## src/rtl/note_sequencer.sv

```systemverilog
// note_sequencer: queued note player driving tuneWord/volume with a tick-timed envelope.
// Define NOTE_SEQUENCER_ENVELOPE_EN for ramped attack/release; otherwise volume steps directly.
module note_sequencer #(
  parameter int unsigned FIFO_DEPTH = 4,
  parameter int unsigned RAMP_STEP  = 1
) (
  input  logic                          clk,
  input  logic                          reset,
  input  logic                          tick,
  input  logic                          cmdValid,
  output logic                          cmdReady,
  input  logic [15:0]                   cmdTune,
  input  logic [7:0]                    cmdVol,
  input  logic [15:0]                   cmdDur,
  input  logic                          flush,
  output logic [15:0]                   tuneWord,
  output logic [7:0]                    volume,
  output logic                          busy,
  output logic                          noteDone,
  output logic [$clog2(FIFO_DEPTH):0]   fifoCount
);

  localparam int unsigned AW = $clog2(FIFO_DEPTH);
  localparam int unsigned CW = AW + 1;

  typedef struct packed {
    logic [15:0] tune;
    logic [7:0]  vol;
    logic [15:0] dur;
  } cmd_t;

  typedef enum logic [2:0] {S_IDLE, S_LOAD, S_ATTACK, S_SUSTAIN, S_RELEASE} state_t;

  if (FIFO_DEPTH < 2 || FIFO_DEPTH > 16 || (FIFO_DEPTH & (FIFO_DEPTH - 1)) != 0 ||
      RAMP_STEP < 1 || RAMP_STEP > 255) begin : g_param_check
    $error("note_sequencer: FIFO_DEPTH must be a power of 2 in 2..16, RAMP_STEP in 1..255");
  end

  state_t        r_state, w_state_nxt;
  cmd_t          r_mem [FIFO_DEPTH];
  logic [AW-1:0] r_wr_ptr, r_rd_ptr;
  logic [CW-1:0] r_count;
  logic [15:0]   r_tune, w_tune_nxt;
  logic [7:0]    r_vol, w_vol_nxt;
  logic [7:0]    r_tgt, w_tgt_nxt;
  logic [15:0]   r_dur, w_dur_nxt;
  logic          r_done, w_done_nxt;
  logic          w_push, w_pop, w_more, w_dur_last;
  logic [7:0]    w_vol_up, w_vol_dn;
  cmd_t          w_head;

  assign cmdReady   = (r_count < CW'(FIFO_DEPTH)) && !flush;
  assign w_push     = cmdValid && cmdReady;
  assign w_head     = r_mem[r_rd_ptr];
  assign w_more     = (r_count != '0) && !flush;
  assign w_dur_last = (r_dur == 16'd1);

  assign tuneWord  = r_tune;
  assign volume    = r_vol;
  assign noteDone  = r_done;
  assign fifoCount = r_count;
  assign busy      = (r_state != S_IDLE);

`ifdef NOTE_SEQUENCER_ENVELOPE_EN
  // Saturating ramps: 9-bit sum avoids 8-bit wrap before clamping to target/zero
  localparam logic [8:0] STEP = 9'(RAMP_STEP);
  logic [8:0] w_sum;
  assign w_sum    = {1'b0, r_vol} + STEP;
  assign w_vol_up = (w_sum > {1'b0, r_tgt}) ? r_tgt : w_sum[7:0];
  assign w_vol_dn = ({1'b0, r_vol} > STEP) ? (r_vol - STEP[7:0]) : 8'd0;
`else
  assign w_vol_up = r_tgt;
  assign w_vol_dn = 8'd0;
`endif

  // Command FIFO; flush empties it and blocks pushes via cmdReady
  always_ff @(posedge clk or posedge reset) begin
    if (reset) begin
      r_wr_ptr <= '0;
      r_rd_ptr <= '0;
      r_count  <= '0;
    end else if (flush) begin
      r_wr_ptr <= '0;
      r_rd_ptr <= '0;
      r_count  <= '0;
    end else begin
      if (w_push) r_wr_ptr <= r_wr_ptr + AW'(1);
      if (w_pop)  r_rd_ptr <= r_rd_ptr + AW'(1);
      if (w_push && !w_pop)      r_count <= r_count + CW'(1);
      else if (!w_push && w_pop) r_count <= r_count - CW'(1);
    end
  end

  always_ff @(posedge clk) begin
    if (w_push) r_mem[r_wr_ptr] <= '{tune: cmdTune, vol: cmdVol, dur: cmdDur};
  end

  always_ff @(posedge clk or posedge reset) begin
    if (reset) r_state <= S_IDLE;
    else       r_state <= w_state_nxt;
  end

  always_comb begin
    w_state_nxt = r_state;
    case (r_state)
      S_IDLE:    if (w_more) w_state_nxt = S_LOAD;
`ifdef NOTE_SEQUENCER_ENVELOPE_EN
      S_LOAD:    w_state_nxt = flush ? S_RELEASE : S_ATTACK;
`else
      S_LOAD:    w_state_nxt = flush ? S_RELEASE : S_SUSTAIN;
`endif
      S_ATTACK: begin
        if (flush) w_state_nxt = S_RELEASE;
        else if (tick) begin
          if (w_dur_last)             w_state_nxt = S_RELEASE;
          else if (w_vol_up == r_tgt) w_state_nxt = S_SUSTAIN;
        end
      end
      S_SUSTAIN: if (flush || (tick && w_dur_last)) w_state_nxt = S_RELEASE;
      S_RELEASE: if (tick && w_vol_dn == 8'd0) w_state_nxt = w_more ? S_LOAD : S_IDLE;
      default:   w_state_nxt = S_IDLE;
    endcase
  end

  // Datapath next values; duration of 0 is treated as a single tick
  always_comb begin
    w_pop      = 1'b0;
    w_tune_nxt = r_tune;
    w_vol_nxt  = r_vol;
    w_tgt_nxt  = r_tgt;
    w_dur_nxt  = r_dur;
    w_done_nxt = 1'b0;
    case (r_state)
      S_IDLE: w_vol_nxt = 8'd0;
      S_LOAD: begin
        w_pop      = 1'b1;
        w_tune_nxt = w_head.tune;
        w_tgt_nxt  = w_head.vol;
        w_dur_nxt  = (w_head.dur == 16'd0) ? 16'd1 : w_head.dur;
`ifndef NOTE_SEQUENCER_ENVELOPE_EN
        w_vol_nxt  = w_head.vol;
`endif
      end
      S_ATTACK: if (!flush && tick) begin
        w_vol_nxt = w_vol_up;
        w_dur_nxt = r_dur - 16'd1;
      end
      S_SUSTAIN: if (!flush && tick) w_dur_nxt = r_dur - 16'd1;
      S_RELEASE: if (tick) begin
        w_vol_nxt  = w_vol_dn;
        w_done_nxt = (w_vol_dn == 8'd0);
      end
      default: ;
    endcase
  end

  always_ff @(posedge clk or posedge reset) begin
    if (reset) begin
      r_tune <= 16'd0;
      r_vol  <= 8'd0;
      r_tgt  <= 8'd0;
      r_dur  <= 16'd0;
      r_done <= 1'b0;
    end else begin
      r_tune <= w_tune_nxt;
      r_vol  <= w_vol_nxt;
      r_tgt  <= w_tgt_nxt;
      r_dur  <= w_dur_nxt;
      r_done <= w_done_nxt;
    end
  end

endmodule

```

## config.mk

```make
export PLATFORM = sky130hd
export DESIGN_NAME = note_sequencer
export DESIGN_NICKNAME = d
export VERILOG_FILES = /design/src/rtl/note_sequencer.sv
export SDC_FILE = /design/constraint.sdc
export NUM_CORES = 1
export LEC_CHECK = 0
export CORE_MARGIN = 1.5
export CORE_UTILIZATION = 50
export CTS_CLUSTER_SIZE = 16
export DETAILED_ROUTE_END_ITERATION = 8
export MAX_ROUTING_LAYER = met4
export PLACE_DENSITY = 0.7
export RECOVER_POWER = 50
export SLEW_MARGIN = 0
export SYNTH_ARGS = -nofsm -noshare
export SYNTH_HDL_FRONTEND = slang
export SYNTH_SLANG_ARGS = --single-unit
```

## constraint.sdc

```tcl
create_clock -name clk -period 3.2 [get_ports clk]
set_clock_uncertainty 0.2 [all_clocks]
set_input_delay 0.64 -clock clk [delete_from_list [all_inputs] [get_ports clk]]
set_output_delay 0.64 -clock clk [all_outputs]
set_load 0.05 [all_outputs]
```

Word-level counts from Yosys, hierarchy flattened
Memories as Yosys holds them, arrays and structs flattened. Index checks and enable logic that the tools add are counted.

Bits in latches: 0. Input port bits: 45. Bits in writable memories: 160. Output and inout port bits: 30. Bits in registers: 59. Logic and storage cells: 78. Memories kept: 1. Memory bits (read-only): 0.

Order comparisons: 1. Bitwise logic cells: 0. Shifts and indexed selects: 0. Eq/ne operators: 11. Multiplexer cells: 27. Multiply operators: 0. Reductions and logical operators: 24. $add $sub $neg: 5. Div/mod/pow operators: 0.

Memories: r_mem (depth 4, width 40, read ports 1, clocked after memory_dff 0, wr ports 1, line 40) `cmd_t r_mem [FIFO_DEPTH];`.

Operator list (count): two-way mux 16 bit (2); one-hot mux 16 bit (2 select lines) (1); one-hot mux 8 bit (4 select lines) (1); two-way mux 3 bit (10); equality test 16 x 1 -> 1 bit, second input constant (1); zero test 16 bit (1); two-way mux 8 bit (2); subtractor 16 x 1 -> 16 bit, second input constant (1); one-hot mux 3 bit (5 select lines) (1); nonzero test 3 bit (3); two-way mux 2 bit (4); inequality test 2 bit, second input constant (4); logical AND 1 bit (7); equality test 3 x 2 -> 1 bit, second input constant (2); two-way mux 1 bit (6); nonzero test 2 bit (3); adder 2 x 1 -> 2 bit, second input constant (2); AND reduction 4 bit (1); nonzero test 4 bit (1); adder 3 x 1 -> 3 bit, second input constant (1); equality test 3 x 1 -> 1 bit, second input constant (1); equality test 3 bit, second input constant (1); zero test 1 bit (3); zero test 3 bit (1); 8 further kinds (8).

Depth between registers and ports, before layout
Gate-level depths: netlist of run 1.

Depth after elaboration: 8. Gate-level depth with buffers: 9. Mapped depth without buffers: 7.

Worst setup path before layout of run 1
Ideal clock, no wire load.

Path kind: register -> register. From: reg r_count[2], in the netlist fifoCount[2]. To: mem r_mem[0][0] (netlist name) (enable). Cell stages (with the launch flop): 3. Setup time: 401 ps. Data arrival time: 2581 ps. Slack: 17 ps. Path buffers: 0. Clock period less this slack: 3183 ps. Data required time: 2599 ps. Path through: dfrtp_1 > nor2_1 > and3_1.

Word-level cells in the longest chain between the ends: 5.

RTL lines: start, declared (line 42) `logic [CW-1:0] r_count;`; start signal, assigned (line 89) `if (w_push && !w_pop) r_count <= r_count + CW'(1);`; start signal, assigned (line 90) `else if (!w_push && w_pop) r_count <= r_count - CW'(1);`; < comparator 3 bit (line 52) `assign cmdReady = (r_count < CW'(FIFO_DEPTH)) && !flush;`; logical AND 1 bit (line 52); net cmdReady (line 11) `output logic cmdReady,`; logical AND 1 bit (line 53) `assign w_push = cmdValid && cmdReady;`; two-way mux 1 bit (line 95) `if (w_push) r_mem[r_wr_ptr] <= '{tune: cmdTune, vol: cmdVol, dur: cmdDur};`; two-way mux 1 bit (implied by the code) (line 95); end, declared (line 40).

The timed path passes the listed nets, and every way through them passes these cells.

Worst setup path in the final report of run 1
From: in flush. To: mem r_mem[3][2] (netlist name) (enable).

Word-level cells in the longest chain between the ends: 5.

RTL lines: start, declared (line 15) `input logic flush,`; zero test 1 bit (line 52); logical AND 1 bit (line 52); logical AND 1 bit (line 53); two-way mux 1 bit (line 95); two-way mux 1 bit (implied by the code) (line 95).

No other way between the ends.

==> results of run 1 <==
==> worst reg2reg max path, cell delays in order, from the launching register on <==
cell and delay (ps):
dfrtp_1 440, nor2_1 150, clkbuf_1 260, and3_2 220, clkbuf_2 920
==> per-stage QoR <==
stage          hold WS, ps  worst slack, ps  cell area [µm²]
2_1_floorplan          250             17.1             8770
3_3_place_gp           258              402             9900
3_5_place_dp           262              360             9900
4_1_cts                279              208            10700
5_1_grt                288             73.0            10600
6_report               277              192            10600
==> sequential cells by signal, indices dropped and copies added, names as in the netlist <==
signal     cells
fifoCount      3
r_wr_ptr       2
noteDone       1
r_dur         16
tuneWord      16
r_mem        160
r_rd_ptr       2
r_state        3
r_tgt          8
volume         8
==> power by group <==
part	switching [µW]	internal, µW	total [µW]
combinational	1780	1150	2930
sequential	414	3550	3960
clock	1050	1560	2610
total	3240	6260	9500
==> metal layers <==
metal	GRT usage, %	vias up
met1	28.3	2495
met5	-	-
met2	34.3	144
met4	5.20	0
met3	2.96	29
li1	-	2290
==> logic make-up (layout without fill, tap and decap cells) <==
| kind of cell | Yosys count | count (layout) |
|---|---|---|
| mux | 41 | 41 |
| xor+xnor | 5 | 5 |
| flops | 219 | 219 |
| other cells | 0 | 3 |
| buf+inv | 34 | 143 |
| simple gates | 159 | 159 |
| compound gates | 83 | 83 |
| fa+ha+maj | 7 | 7 |
==> cells in the final DEF, fill, tap and decap left out, types with 3 or more instances in the layout <==
cell type and count:
a21o_1 8, a21oi_1 25, a221o_1 4, a22oi_1 4, and2_1 10, and3_2 4, buf_4 10, clkbuf_1 7
clkbuf_16 23, clkbuf_2 3, clkbuf_8 3, clkdlybuf4s50_1 30, clkinv_2 5, dfrtp_1 57, diode_2 3, dlygate4sd3_1 43
edfxtp_1 160, ha_1 6, inv_1 9, mux4_2 40, nand2_1 77, nand2b_1 3, nand4_1 3, nor2_1 28
nor3_1 9, nor4_1 7, o21ai_0 5, o21ai_1 19, or3_1 4, xnor2_1 3
==> final timing paths <==
check	start	slack, ps	cells after the start	endpoint
setup / recovery	flush	190	5	r_mem[3][2]$_DFFE_PP_
hold / removal	r_tgt[3]$_DFFE_PP0N_	280	1	r_tgt[3]$_DFFE_PP0N_
setup reg to reg	fifoCount[2]$_DFFE_PP0P_	560	4	r_mem[3][2]$_DFFE_PP_
hold reg to reg	r_tgt[3]$_DFFE_PP0N_	280	1	r_tgt[3]$_DFFE_PP0N_
max in group asynchronous	reset	480	3	fifoCount[0]$_DFFE_PP0P_
min in group asynchronous	reset	630	2	r_dur[1]$_DFFE_PP0P_
==> final cells by class <==
class	count	area [µm²]	area share [%]
diodes	3	7.51	0.0709
repair buffers	92	870	8.22
well taps	225	282	2.66
multi-input cells	295	2350	22.2
flip-flops and latches	219	6280	59.4
inverters	9	33.8	0.319
clock inverters	12	123	1.16
clock buffers	30	632	5.97
==> flow_summary.json, run 1 <==
{
  "status": "completed",
  "synth_seq_cells": 219,
  "path_cells": "dlygate4sd3_1, nor2_1, clkbuf_1, and3_2, clkbuf_2",
  "drtAntennaViolNets": 0,
  "clkTransAtPathRegs_ps": 60,
  "area_delta_synth_final_pct": 20.7,
  "seq_area_frac_synth_pct": 71.6,
  "syn-num-nets": 600,
  "setup_viol": 0,
  "synth_largest_area_cell": "edfxtp_1",
  "drt_iter0_drc": 302,
  "setup_tns_ps": 0,
  "hp-class": "reg2reg",
  "track_usage_pct": 21.0,
  "port_buffers": 74,
  "post_cts_resize_count": 0,
  "cts_buffers": 23,
  "arrival_ps": 2910,
  "die_w_um": 135,
  "endpoint_kind": "register",
  "synth.top_cells.by_count": "160 x edfxtp_1, 77 x nand2_1, 59 x dfrtp_1",
  "p_leak_uw": 0.00381,
  "cts-root-buf": "clkbuf_16",
  "synth_xor_area_share_pct": 0.499,
  "core_um2": 17200,
  "p_per_area_nw_per_um2": 897,
  "slowest_delay_ps": 920,
  "critPathMaxFanout": 40,
  "min_period_ps": 3010,
  "synthCells": 548,
  "muxShareOfSynthArea_pct": 10.4,
  "synthDistinctLibCells": 52,
  "yosys.area_share.simple_pct": 8.52,
  "dr_wl_met3_um": 946,
  "firstDrtPassIters": 4,
  "fin_nets": 692,
  "wl_met1_mm": 7.72,
  "grt_pass1_vias": 5308,
  "synth_top_area_share_pct": 54.8,
  "gp_congestion": 0.848,
  "postCtsSetupRepairBufs": 0,
  "drc": 0,
  "totalPowerFinal_uw": 9500,
  "die_area_um2": 18300,
  "dp.final_hpwl_mm": 11.1,
  "h-tree-depth": 1,
  "vias_per_cell": 5.60,
  "syn_area_per_cell_um2": 16.0,
  "antenna_found_initial": 3,
  "cts.sinks": 219,
  "wl_met2_mm": 8.75,
  "num-fill-cells": 1249,
  "synthAdderAreaFrac_pct": 1.08,
  "topRoutingLayerUsed": "met4",
  "ys.flop_type": "edfxtp_1",
  "grt_overflow_total": 0,
  "insertion_delay_ps": 500,
  "synthArstFlopShare_pct": 26.9,
  "cp.buffers_inverters": 3,
  "vias": 4958,
  "max_slew_margin_pct": 16.0,
  "rsz0062_at_grt": "no",
  "start_util_pct": 50.9,
  "postCtsHoldBufs": 0,
  "grt_pass1_wl_mm": 28.7,
  "netlist_area_um2": 8770,
  "final-max-slew-violation-count": 0,
  "fp.dieH_um": 135,
  "hold_viol": 0,
  "drv_cap": 0,
  "ioPinCount": 75,
  "slowest_stage": "clkbuf_2",
  "crit_path_start_kind": "primary input",
  "clockBufferDepth": 3,
  "num_rows": 48,
  "final_cells": 885,
  "synth_edf_count": 160,
  "numPlacedInstances": 840,
  "netlist_top_cells_area": "edfxtp_1 55%, dfrtp_1 17%, mux4_2 10%, nand2_1 3.3%, a21oi_1 1.4%",
  "wl_mm": 17.7,
  "cts_tree": "yes",
  "drive_gt1_share_pct": 15.7,
  "synthMostInstantiatedCell": "edfxtp_1",
  "fin_crit_sh_pct": 94.0,
  "final_util_pct": 61.4,
  "critPathTopFamily": "buffers and inverters",
  "grt_max_degree": 41,
  "fmax_ghz": 0.332,
  "yosys_warnings": 0,
  "crit_required_ps": 3100,
  "worstMarginPinSlew_ps": 1260,
  "path_class": "in2reg",
  "synth_top_family_by_area": "multiplexers",
  "vdd_drop_max_v": 0.000661,
  "wl_per_cell_um": 20.0,
  "synth_compound_area_share_pct": 6.22
}
(Power assumes the default switching activity.)
==> run 2, diff against run 1 <==
Settings changed: PLACE_DENSITY 0.7 to 0.8, SKIP_CTS_REPAIR_TIMING set to 1.
==> run 2 against run 1 <==
Sequential power about the same; combinational power about the same; clock-buffer cell count decreased by 5.
==> flow_summary.json, run 2 (synthesis gave the netlist of run 1 again) <==
{
  "final-max-slew-violation-count": 0,
  "switching_share_pct": 34.0,
  "arrival_ps": 2130,
  "fmax_ghz": 0.337,
  "ioPinCount": 75,
  "combPwrFrac_pct": 30.3,
  "fp.dieH_um": 135,
  "crit_path_start_kind": "register",
  "fin_nets": 693,
  "most-common-layout-cells": "160 x edfxtp_1, 77 x nand2_1, 57 x dfrtp_1",
  "cts_buffers": 22,
  "grt_max_degree": 41,
  "h-tree-depth": 1,
  "ff2ff_path_depth": 5,
  "track_usage_pct": 21.3,
  "critPathMaxFanout": 14,
  "cts_tree": "yes",
  "grt_pass1_wl_mm": 28.9,
  "drive_gt1_share_pct": 15.8,
  "p_int_uw": 6400,
  "top_register": "r_mem",
  "min_path_cells": 1,
  "setup_tns_ps": 0,
  "cts.sinks": 219,
  "area_delta_synth_final_pct": 21.8,
  "wl_mm": 18.1,
  "wl_per_cell_um": 20.4,
  "num-fill-cells": 1202,
  "path_class": "reg2out",
  "power_frac_clock_pct": 28.8,
  "core_um2": 17200,
  "fin_crit_sh_pct": 92.8,
  "setup_slack_ps": 231,
  "insertion_delay_ps": 510,
  "drv_cap": 0,
  "gp_congestion": 0.893,
  "clockBufferDepth": 3,
  "start_util_pct": 50.9,
  "stdcell_area_um2": 10700,
  "vias_per_cell": 5.72,
  "largest_register_ffs": 160,
  "max_slew_margin_pct": 17.3,
  "placed_area_um2": 9900,
  "min_period_ps": 2970,
  "net-switching-power_uw": 3290,
  "hp-class": "reg2reg",
  "antenna_found_initial": 3,
  "die_area_um2": 18300,
  "seqPwrFrac_pct": 40.8,
  "grt_overflow_total": 0,
  "port_buffers": 74,
  "drtAntennaViolNets": 0,
  "endpoint_kind": "output pin",
  "vias": 5063,
  "drt_iter0_drc": 461,
  "p_per_area_nw_per_um2": 907,
  "dp_slack_ps": 300,
  "grt_pass1_vias": 5300,
  "reg2reg_setup_slack_ps": 440,
  "layout_commonest_cell": "edfxtp_1",
  "die_w_um": 135,
  "crit_required_ps": 2360,
  "worstMarginPinSlew_ps": 1240,
  "cts-root-buf": "clkbuf_16",
  "firstDrtPassIters": 5,
  "totalPowerFinal_uw": 9690,
  "rsz0062_at_grt": "no",
  "num_rows": 48,
  "hold_viol": 0,
  "dp.final_hpwl_mm": 11.4,
  "status": "completed",
  "drc": 0,
  "clkTransAtPathRegs_ps": 70,
  "setup_viol": 0,
  "p_leak_uw": 0.00382,
  "vdd_drop_max_v": 0.000696
}
[run 2: layout make-up]
class / count / area [µm²] / share of cell area, %
flip-flops and latches: 219 / 6280 / 58.8
multi-input cells: 295 / 2340 / 21.9
repair buffers: 94 / 936 / 8.76
clock buffers: 25 / 604 / 5.66
well taps: 225 / 282 / 2.63
clock inverters: 15 / 199 / 1.86
inverters: 9 / 33.8 / 0.316
diodes: 3 / 7.51 / 0.0703
[run 2: final timing paths]
kind                                             start                  endpoint
max in group asynchronous                        reset     volume[3]$_DFFE_PP0P_
min in group asynchronous                        reset  tuneWord[10]$_DFFE_PP0N_
worst min register to register    r_tgt[7]$_DFFE_PP0N_      r_tgt[7]$_DFFE_PP0N_
worst max register to register  r_state[0]$_DFFE_PP0P_  fifoCount[2]$_DFFE_PP0P_
worst min-delay path              r_tgt[7]$_DFFE_PP0N_      r_tgt[7]$_DFFE_PP0N_
worst max-delay path            r_state[2]$_DFFE_PP0P_                      busy
[run 2: power by group through the flow]
stage / Combinational (µW) / Sequential (µW) / Clock, µW
floorplan: 1660 / 4340 / 0
global placement: 2890 / 3980 / 0
detailed placement: 2970 / 4020 / 0
CTS: 2990 / 3970 / 2850
global route: 3180 / 4020 / 2950
finish: 2940 / 3960 / 2790
[run 2: per-stage QoR]
step / hold WS, ps / cells / utilization [%]
CTS: 280 / 882 / 62.1
detailed placement: 265 / 842 / 57.5
global route: 289 / 885 / 62.0
finish: 278 / 885 / 62.0
global placement: 258 / 842 / 57.5
floorplan: 250 / 548 / -
[run 2: critical path, stage by stage (launching register included)]
cell and delay (ps):
dfrtp_1 510, or3_1 410, clkdlybuf4s50_1 700
[run 2: layer usage]
| layer | global-route usage [%] | routed length (µm) | vias up |
|---|---|---|---|
| met5 | - | 0 | - |
| met4 | 6.51 | 382 | 0 |
| met3 | 3.85 | 1080 | 36 |
| met2 | 34.8 | 9200 | 151 |
| met1 | 27.7 | 7420 | 2576 |
| li1 | - | - | 2300 |
==> run 3, diff against run 2 <==
Settings changed: GPL_TIMING_DRIVEN set to 0, SLEW_MARGIN 0 to 15.
==> run 3 against run 2 <==
Routed wire length increased by 1.1%; setup slack got worse by 100 ps; worst hold slack got worse by 1.1 ps; clock-buffer cell count increased by 6; combinational power increased by 4%; power decreased by 1.0%; via count about the same; sequential power decreased by 2%; die area unchanged; final cell count increased by 1.2%; largest cell class unchanged; highest routed layer unchanged.
==> flow_summary.json, run 3 (synthesis gave the netlist of run 1 again) <==
{
  "status": "completed",
  "p_int_uw": 6320,
  "insertion_delay_ps": 490,
  "largest_register_ffs": 160,
  "vias_per_cell": 5.65,
  "cts.sinks": 219,
  "grt-busiest-layer": "met2",
  "grt_overflow_total": 0,
  "cts_tree": "yes",
  "seqPwrFrac_pct": 40.4,
  "top_register": "r_mem",
  "reg2reg_setup_slack_ps": 300,
  "num-fill-cells": 1195,
  "hold_ws_ps": 277,
  "fp.dieH_um": 135,
  "net-switching-power_uw": 3270,
  "gp_congestion": 0.912,
  "hold_start": "r_tgt[4]$_DFFE_PP0N_",
  "hp-class": "reg2reg",
  "setup_viol": 0,
  "power_frac_clock_pct": 27.6,
  "h-tree-depth": 1,
  "crit_required_ps": 2360,
  "numPlacedInstances": 852,
  "layout_commonest_cell": "edfxtp_1",
  "drc": 0,
  "max_slew_margin_pct": 0.606,
  "antenna_found_initial": 4,
  "setup_tns_ps": 0,
  "min_path_cells": 1,
  "stdcell_area_um2": 10700,
  "area_delta_synth_final_pct": 21.6,
  "drtAntennaViolNets": 0,
  "vias": 5062,
  "switching_share_pct": 34.1,
  "rsz0062_at_grt": "no",
  "ioPinCount": 75,
  "firstDrtPassIters": 7,
  "port_buffers": 74,
  "cts_buffers": 22,
  "track_usage_pct": 21.4,
  "endpoint_kind": "output pin",
  "final-max-slew-violation-count": 0,
  "met1_usage_pct": 26.9,
  "fin_crit_sh_pct": 96.0,
  "drv_cap": 0,
  "drt_iter0_drc": 303,
  "die_w_um": 135,
  "wl_mm": 18.3,
  "die_area_um2": 18300,
  "clkTransAtPathRegs_ps": 60,
  "fin_nets": 703,
  "holdPathEnd": "r_tgt[4]$_DFFE_PP0N_",
  "p_leak_uw": 0.00382,
  "num_rows": 48,
  "min_period_ps": 3070,
  "grt_pass1_wl_mm": 29.0,
  "gr-usage-met2_pct": 36.1,
  "multiInputGateArea_um2": 2340,
  "fmax_ghz": 0.325,
  "grt_max_degree": 56,
  "drive_gt1_share_pct": 14.4,
  "use_met3_pct": 4.15,
  "seqCellArea_um2": 6280,
  "hold_viol": 0,
  "crit_path_start_kind": "register",
  "cts-root-buf": "clkbuf_16",
  "grt_pass1_vias": 5445,
  "start_util_pct": 50.9,
  "critPathMaxFanout": 10,
  "ff2ff_path_depth": 9,
  "clockBufferDepth": 3,
  "worstMarginPinSlew_ps": 1490,
  "vdd_drop_max_v": 0.000709,
  "most-common-layout-cells": "160 x edfxtp_1, 77 x nand2_1, 59 x dfrtp_1",
  "combPwrFrac_pct": 32.0,
  "placed_area_um2": 9920,
  "totalPowerFinal_uw": 9590,
  "r2r_end": "fifoCount[2]$_DFFE_PP0P_",
  "p_per_area_nw_per_um2": 900,
  "path_class": "reg2out",
  "dp.final_hpwl_mm": 11.9,
  "core_um2": 17200,
  "reg2reg_from": "r_state[2]$_DFFE_PP0P_",
  "arrival_ps": 2230,
  "wl_per_cell_um": 20.4,
  "final_cells": 896
}
run 3: changes by cell type in the layout (fill, tap and decap cells not counted), moves of 4 or more:
cell | previous run | this run
clkbuf_1 | 5 | 16
buf_1 | 0 | 4
buf_2 | 0 | 5
buf_4 | 12 | 0
clkinvlp_4 | 5 | 1
clkbuf_8 | 0 | 6
run 3: layout make-up:
type / count / share of cell area [%]
Sequential cell: 219 / 58.9
Multi-Input combinational cell: 295 / 21.9
Timing Repair Buffer: 79 / 7.84
Clock buffer: 31 / 6.24
Tap cell: 225 / 2.64
Buffer: 25 / 1.08
Clock inverter: 9 / 0.939
Inverter: 9 / 0.329
Antenna cell: 4 / 0.0939
run 3: stage by stage:
| stage | utilization, % | worst slack, ps |
|---|---|---|
| final | 61.9 | 127 |
| after global routing | 61.9 | 33.3 |
| after CTS | 62.0 | -44.3 |
| after detailed placement | 57.5 | -39.5 |
| after global placement | 56.8 | -720 |
| after floorplan | - | 17.1 |
run 3: worst max-delay path by stage:
stage / start / endpoint / slack [ps] / depth (start not counted)
detailed placement: flush / cmdReady / -40 / 3
global route: r_state[2]$_DFFE_PP0P_ / fifoCount[2]$_DFFE_PP0P_ / 30 / 9
CTS: flush / cmdReady / -40 / 3
finish: r_state[2]$_DFFE_PP0P_ / busy / 130 / 3
global placement: flush / r_mem[2][8]$_DFFE_PP_ / -720 / 3
floorplan: fifoCount[2]$_DFFE_PP0P_ / r_mem[0][0]$_DFFE_PP_ / 20 / 2
run 3: power groups by stage:
stage / combinational, µW / clock [µW] / sequential, µW
after detailed placement: 3100 / 0 / 3910
after global placement: 2980 / 0 / 3890
final: 3070 / 2650 / 3870
after CTS: 3120 / 2690 / 3870
after global routing: 3330 / 2790 / 3920
after floorplan: 1660 / 0 / 4340
run 3: worst max-delay path: stages, from the launching register on:
cell and delay, ps:
dfrtp_1 410, clkbuf_1 220, or3_1 410, clkdlybuf4s50_1 710
run 3: metal layers:
metal	wire length, µm	share of wire, %	vias up
li1	-	-	2307
met1	7230	40	2553
met2	9500	52	171
met3	1190	6.5	31
met4	347	1.9	0
met5	0	0	-
